$ cat config.mk
export PLATFORM = sky130hd
export DESIGN_NAME = pipe_issue_arbiter
export DESIGN_NICKNAME = d
export VERILOG_FILES = /design/src/rtl/pipe_issue_arbiter.sv
export SDC_FILE = /design/constraint.sdc
export NUM_CORES = 1
export LEC_CHECK = 0
export ABC_AREA = 1
export BUFFER_PORTS_ARGS = -buffer_cell sky130_fd_sc_hd__buf_2
export CORE_UTILIZATION = 50
export CTS_BUF_LIST = sky130_fd_sc_hd__clkbuf_16
export DETAILED_ROUTE_END_ITERATION = 6
export PLACE_DENSITY_LB_ADDON = 0.25
export SLEW_MARGIN = 0
export SYNTH_ARGS = -nofsm -noshare
export SYNTH_HDL_FRONTEND = slang
export SYNTH_SLANG_ARGS = --single-unit
$ cat constraint.sdc
create_clock -name clk -period 4.81 [get_ports clk]
set_input_delay 0.2405 -clock clk [delete_from_list [all_inputs] [get_ports clk]]
set_output_delay 0.2405 -clock clk [all_outputs]
set_load 0.05 [all_outputs]
$ cat src/rtl/pipe_issue_arbiter.sv
// pipe_issue_arbiter: two small requester FIFOs sharing one registered
// round-robin issue slot in front of the 8-bit add/sub/and pipeline.
module pipe_issue_arbiter #(
  parameter int DEPTH = 4,
  parameter int AW    = 2,
  parameter int CW    = 8
) (
  input  logic          clk,
  input  logic          rst,
  input  logic          issue_en,
  input  logic          req0_valid,
  input  logic [7:0]    req0_inst,
  output logic          req0_ready,
  input  logic          req1_valid,
  input  logic [7:0]    req1_inst,
  output logic          req1_ready,
  output logic [7:0]    issue_inst,
  output logic [1:0]    issue_grant,
  output logic [CW-1:0] issue_cnt0,
  output logic [CW-1:0] issue_cnt1,
  output logic [AW:0]   fifo0_cnt,
  output logic [AW:0]   fifo1_cnt
);

  localparam logic [AW:0] FULL = (AW+1)'(DEPTH);

  logic [7:0]    mem0 [DEPTH];
  logic [7:0]    mem1 [DEPTH];
  logic [AW-1:0] wp0;
  logic [AW-1:0] rp0;
  logic [AW-1:0] wp1;
  logic [AW-1:0] rp1;
  logic          rr_last;
  logic          push0;
  logic          push1;
  logic          ne0;
  logic          ne1;
  logic          pop0;
  logic          pop1;

  assign req0_ready = (fifo0_cnt != FULL);
  assign req1_ready = (fifo1_cnt != FULL);
  assign push0 = req0_valid && req0_ready;
  assign push1 = req1_valid && req1_ready;
  assign ne0 = (fifo0_cnt != '0);
  assign ne1 = (fifo1_cnt != '0);

  // Tie goes to the requester that did not win last.
  assign pop0 = issue_en && ne0 && (!ne1 || rr_last);
  assign pop1 = issue_en && ne1 && (!ne0 || !rr_last);

  always_ff @(posedge clk) begin
    if (!rst && push0) mem0[wp0] <= req0_inst;
    if (!rst && push1) mem1[wp1] <= req1_inst;
  end

  always_ff @(posedge clk) begin
    if (rst) begin
      wp0         <= '0;
      rp0         <= '0;
      wp1         <= '0;
      rp1         <= '0;
      fifo0_cnt   <= '0;
      fifo1_cnt   <= '0;
      rr_last     <= 1'b1;
      issue_inst  <= 8'h00;
      issue_grant <= 2'b00;
      issue_cnt0  <= '0;
      issue_cnt1  <= '0;
    end else begin
      if (push0) wp0 <= wp0 + AW'(1);
      if (push1) wp1 <= wp1 + AW'(1);
      if (pop0) rp0 <= rp0 + AW'(1);
      if (pop1) rp1 <= rp1 + AW'(1);
      fifo0_cnt <= fifo0_cnt + (AW+1)'(push0)
                 - (AW+1)'(pop0);
      fifo1_cnt <= fifo1_cnt + (AW+1)'(push1)
                 - (AW+1)'(pop1);
      if (issue_en) begin
        unique case (1'b1)
          pop0: begin
            issue_inst  <= mem0[rp0];
            issue_grant <= 2'b01;
            issue_cnt0  <= issue_cnt0 + CW'(1);
            rr_last     <= 1'b0;
          end
          pop1: begin
            issue_inst  <= mem1[rp1];
            issue_grant <= 2'b10;
            issue_cnt1  <= issue_cnt1 + CW'(1);
            rr_last     <= 1'b1;
          end
          default: begin
            issue_inst  <= 8'h00;
            issue_grant <= 2'b00;
          end
        endcase
      end
    end
  end

endmodule

==> reports/results.tsv, run 1 <==
metric	value	unit
ios	55	
synth_seq_cells	109	
antenna_cells	0	
drt_iter0_drc	63	
netlist_area	0.00486	mm^2
dr.pass1.iters	4	
placeableCoreArea	0.00933	mm^2
maxCapViolations	0	
async_flop_share	0	%
skew	7.89	ps
synth.area.top_cells	edfxtp_1 40%, dfxtp_1 19%, nand2_1 11%, inv_1 5.9%, ha_1 3.6%	
grt_start_max_net_pins	25	
final_nets	608	
power	2960	uW
hold_violations	0	
viasPerCell	4.83	
finalWorstSetupSlack	2350	ps
ys.flop_type	edfxtp_1	
max_stage_delay	620	ps
netlist.area_leader.share	39.5	%
critPathRequiredTime	5030	ps
numClockSinks	109	
synth-seq-area-share	58.1	%
cts_buffers	9	
layout-drive-gt1-share	16.8	%
cp_slowest_cell	nor2_2	
start_util	52.1	%
cts.path.max_buffers	2	
placed_area	0.00519	mm^2
dp_slack	2370	ps
timing.fmax	407	MHz
yosys_warnings	0	
end_kind	flip-flop	
hpwl	6310	um
drc	0	
synth.avg_cell_area	9.33	um^2
p_leak	0.00247	uW
postCtsSetupBuffers	0	
routed_wirelength	8790	um
crit_chain	nor2_2, nand2_2, nand2_1, nor2_2, ha_1, inv_1, ha_1, fa_1, inv_1, nor2_1	
synthToLayoutAreaGrowth	13.6	%
ant_nets	0	
insertion_delay	350	ps
powerDensity	536	mW/mm^2
yosysUniqueCellTypes	32	
die_w	101	um
grt_pass1_wl	14400	um
min_path_type	input port to flip-flop	
peakVddDrop	0.403	mV
cts_root_buffer	clkbuf_16	
final_util	59.2	%
final_cell_area	0.00553	mm^2
cts_resized	0	
rows	35	
crit_type	flip-flop to flip-flop	
grt_pass1_vias	3140	
max_slew_margin	47.6	%
die_area	0.0101	mm^2
finalWeightedCongestion	0.780	
cp_max_fo	21	
portBuffers	54	
period_share	51.1	%
overflow	0	
tightest_slew	785	ps
synth_edf_count	64	
vias	3407	
netlist_instances	521	
grt_antenna_before_repair	0	
clkTransAtPathRegs	70	ps
status	complete, no violations	
grt_usage	18.6	%
die_h	101	um
period_needed	2460	ps
wire_per_inst	12.5	um
ctsHoldBuffers	0	
htreeDepth	3	
finalSetupTns	0	ps
cts_tree	yes	
setup_violations	0	
crit_arrival	2680	ps
drv_slew	0	
cp_top_family	adder cells	
rsz0062_at_grt	no	
cp-start-kind	flip-flop	
path_buf_inv	2	
synth_most_common_cell	nand2_1	
syn_nets	558	
yosys.area.top_type	edfxtp_1	
ys_top_cells_by_count	145 x nand2_1, 76 x inv_1, 64 x edfxtp_1	
[through the flow]
stage                     hold WS [ps]  instances
after global routing               110        705
after CTS                          106        705
after global placement             451        689
final                              109        705
after detailed placement           457        689
after floorplan                    339        521
[power by group]
part / leakage [uW] / internal, uW / switching (uW) / total, uW
sequential: 0.000949 / 1110 / 114 / 1220
clock: 0.000159 / 464 / 336 / 801
combinational: 0.00137 / 263 / 675 / 938
[per-layer routing]
metal,vias up,part of all wire (%),GRT usage [%]
met2,56,48,30.8
met3,9,3.4,2.77
li1,1758,-,-
met5,-,0,0
met1,1584,46,24.1
met4,0,1.8,8.70
[layout by cell type, fill, tap and decap left out, types with 7 or more instances in the layout]
cell type	instances
inv_1	76
dfxtp_1	45
clkbuf_16	9
nor2_1	30
nand3_1	31
buf_2	54
edfxtp_1	64
a21oi_2	7
a21oi_1	20
o21ai_0	22
o21ai_1	7
ha_1	14
nand2_2	7
nand2_1	145
xor2_1	9
[layout make-up]
cell class | instances | area (um^2)
fill | 789 | 3800
sequential | 109 | 2820
multi-input combinational | 317 | 1640
inverter | 80 | 300
timing repair buffer | 54 | 270
clock buffer | 9 | 225
tap | 129 | 161
clock inverter | 7 | 105
[flip-flops by register name, indices dropped and copies added (netlist names), named ones only]
name,cells
mem1,32
rr_last,1
wp1,2
issue_inst,8
rp1,2
rp0,2
mem0,32
issue_cnt1,8
fifo0_cnt,3
issue_cnt0,8
wp0,2
fifo1_cnt,3
issue_grant,2
[cells by family after synthesis]
logic type,Yosys count,share of synthesized area (%)
xor gates and xnor gates,11,1.98
and+or+nand+nor,232,20.7
adders and majority gates,16,4.43
AOI/OAI and AO/OA,58,6.61
buffers and inverters,95,8.21
DFF,109,58.1
[final timing paths]
kind                  start        endpoint  slack (ps)  cells past startpoint
max reg2reg    fifo0_cnt[1]    fifo0_cnt[1]        2350                     10
min reg2reg  issue_grant[0]  issue_grant[0]         470                      2
max            fifo0_cnt[1]    fifo0_cnt[1]        2350                     10
min            req1_inst[2]      mem1[2][2]         110                      1
[worst register-to-register path, cell delays in order, from the launching register on]
cell and delay, ps:
dfxtp_1 410, nor2_2 90, nand2_2 80, nand2_1 60
nor2_2 620, ha_1 370, inv_1 60, ha_1 150
fa_1 400, inv_1 70, nor2_1 30
Note: power is estimated with default switching activity, not from simulation.
==> run 2: changes to the inputs <==
Clock period 4.81 ns to 2.42 ns, I/O delays scaled along.
==> run 2 against run 1 <==
Against the previous run: fmax up 23%; combinational power is 120% higher; clock skew hardly changed; hold slack got worse by 110 ps; register-to-register slack worse by 1900 ps; flip-flop and latch count did not move; critical path depth decreased by 1; critical endpoint is now fifo1_cnt[2]; highest routed layer unchanged.
==> reports/results.tsv, run 2 (synthesis gave the netlist of run 1 again) <==
metric	value	unit
status	complete, no violations	
p_int	3510	uW
min_path_type	input port to flip-flop	
clkTransAtPathRegs	80	ps
dr.pass1.iters	4	
grt_start_max_net_pins	25	
skew	8.19	ps
critPathRequiredTime	2640	ps
layout-drive-gt1-share	18.7	%
period_share	82.6	%
netSwitchingPower	2290	uW
wire_per_inst	12.7	um
drt_iter0_drc	122	
vias	3559	
powerDensity	1020	mW/mm^2
period_needed	2000	ps
drc	0	
p_clk_share	24.0	%
crit_type	flip-flop to flip-flop	
synthToLayoutAreaGrowth	16.8	%
grt_antenna_before_repair	0	
tightest_slew	705	ps
comb_power_share	35.0	%
final_nets	630	
rsz0062_at_grt	no	
insertion_delay	340	ps
grt_usage	20.3	%
seq_area	0.00283	mm^2
final_util	60.9	%
p_leak	0.00256	uW
hpwl	6490	um
antenna_cells	0	
multi_input_area	0.00165	mm^2
timing.fmax	500	MHz
portBuffers	54	
netSwitchingFraction	39.5	%
htreeDepth	3	
drv_slew	0	
grt_pass1_wl	15900	um
postCtsSetupBuffers	0	
max_slew_margin	52.8	%
hold_path_depth	1	
setup_violations	0	
finalWeightedCongestion	0.762	
end_kind	flip-flop	
numClockSinks	109	
die_w	101	um
cts_buffers	9	
placeableCoreArea	0.00933	mm^2
viasPerCell	4.90	
crit_arrival	2220	ps
dp_cells	700	
cp-start-kind	flip-flop	
die_area	0.0101	mm^2
grt_pass1_vias	3557	
fillCellCount	809	
start_util	52.1	%
r2r_cells	9	
cts_resized	0	
peakVddDrop	0.878	mV
layout_commonest_cell	nand2_1	
cts.path.max_buffers	2	
cts_root_buffer	clkbuf_16	
ant_nets	0	
overflow	0	
pwr-share-seq	41.0	%
finalSetupTns	0	ps
ios	55	
hold_violations	0	
cp_max_fo	4	
top_regs	mem0: 32 flops, mem1: 32 flops	
final_cell_mix	143 x nand2_1, 76 x inv_1, 64 x edfxtp_1	
maxCapViolations	0	
rows	35	
routed_wirelength	9230	um
die_h	101	um
cts_tree	yes	
final_cells	727	
run 2: path summary, 6_finish.rpt:
| path | startpoint | to | slack (ps) |
|---|---|---|---|
| hold reg to reg | issue_grant[1] | issue_grant[1] | 470 |
| setup reg to reg | fifo0_cnt[2] | fifo1_cnt[2] | 420 |
| setup / recovery | fifo0_cnt[2] | fifo1_cnt[2] | 420 |
| hold / removal | req0_inst[5] | mem0[1][5] | 1 |
run 2: layout make-up:
class | count | share of cell area, %
Clock buffer | 9 | 3.96
Tap cell | 129 | 2.84
Timing Repair Buffer | 76 | 8.15
Clock inverter | 7 | 1.04
Sequential cell | 109 | 49.8
Multi-Input combinational cell | 317 | 29.0
Inverter | 80 | 5.29
run 2: power by group through the flow:
| stage | clock network (uW) | logic, uW | registers (uW) |
|---|---|---|---|
| 5_1_grt | 1510 | 2260 | 2410 |
| 3_5_place_dp | 0 | 2030 | 2420 |
| 4_1_cts | 1420 | 2050 | 2380 |
| 6_report | 1390 | 2030 | 2380 |
| 2_1_floorplan | 0 | 1200 | 2810 |
| 3_3_place_gp | 0 | 1960 | 2400 |
run 2: stage by stage:
| stage | total power [uW] | setup WS [ps] | hold WS, ps | instance area (um^2) |
|---|---|---|---|---|
| floorplan | 4010 | 11.9 | 220 | 4870 |
| global placement | 4360 | 510 | 335 | 5290 |
| detailed placement | 4450 | 448 | 342 | 5290 |
| CTS | 5850 | 424 | 0.0238 | 5670 |
| global route | 6180 | 278 | 1.16 | 5680 |
| finish | 5800 | 422 | 1.41 | 5680 |
run 2: critical path, stage by stage (launching register included):
cell and delay [ps]:
dfxtp_1 420, inv_2 70, a21oi_2 260, nor2_8 40, ha_1 270, inv_1 40
ha_1 180, fa_1 390, xor2_1 170, nor2_1 60
run 2: metal layers:
metal / GRT usage (%) / vias up / wire length [um]
met4: 6.69 / 0 / 131
met2: 36.5 / 66 / 4680
met1: 24.6 / 1679 / 4020
li1: - / 1803 / -
met3: 3.88 / 11 / 399
met5: 0 / - / 0
run 2: what timing repair did:
action | in CTS | in global routing
setup endpoints to repair | 0 | 0
hold buffers | 10 | 1
hold endpoints to repair | 37 | 2
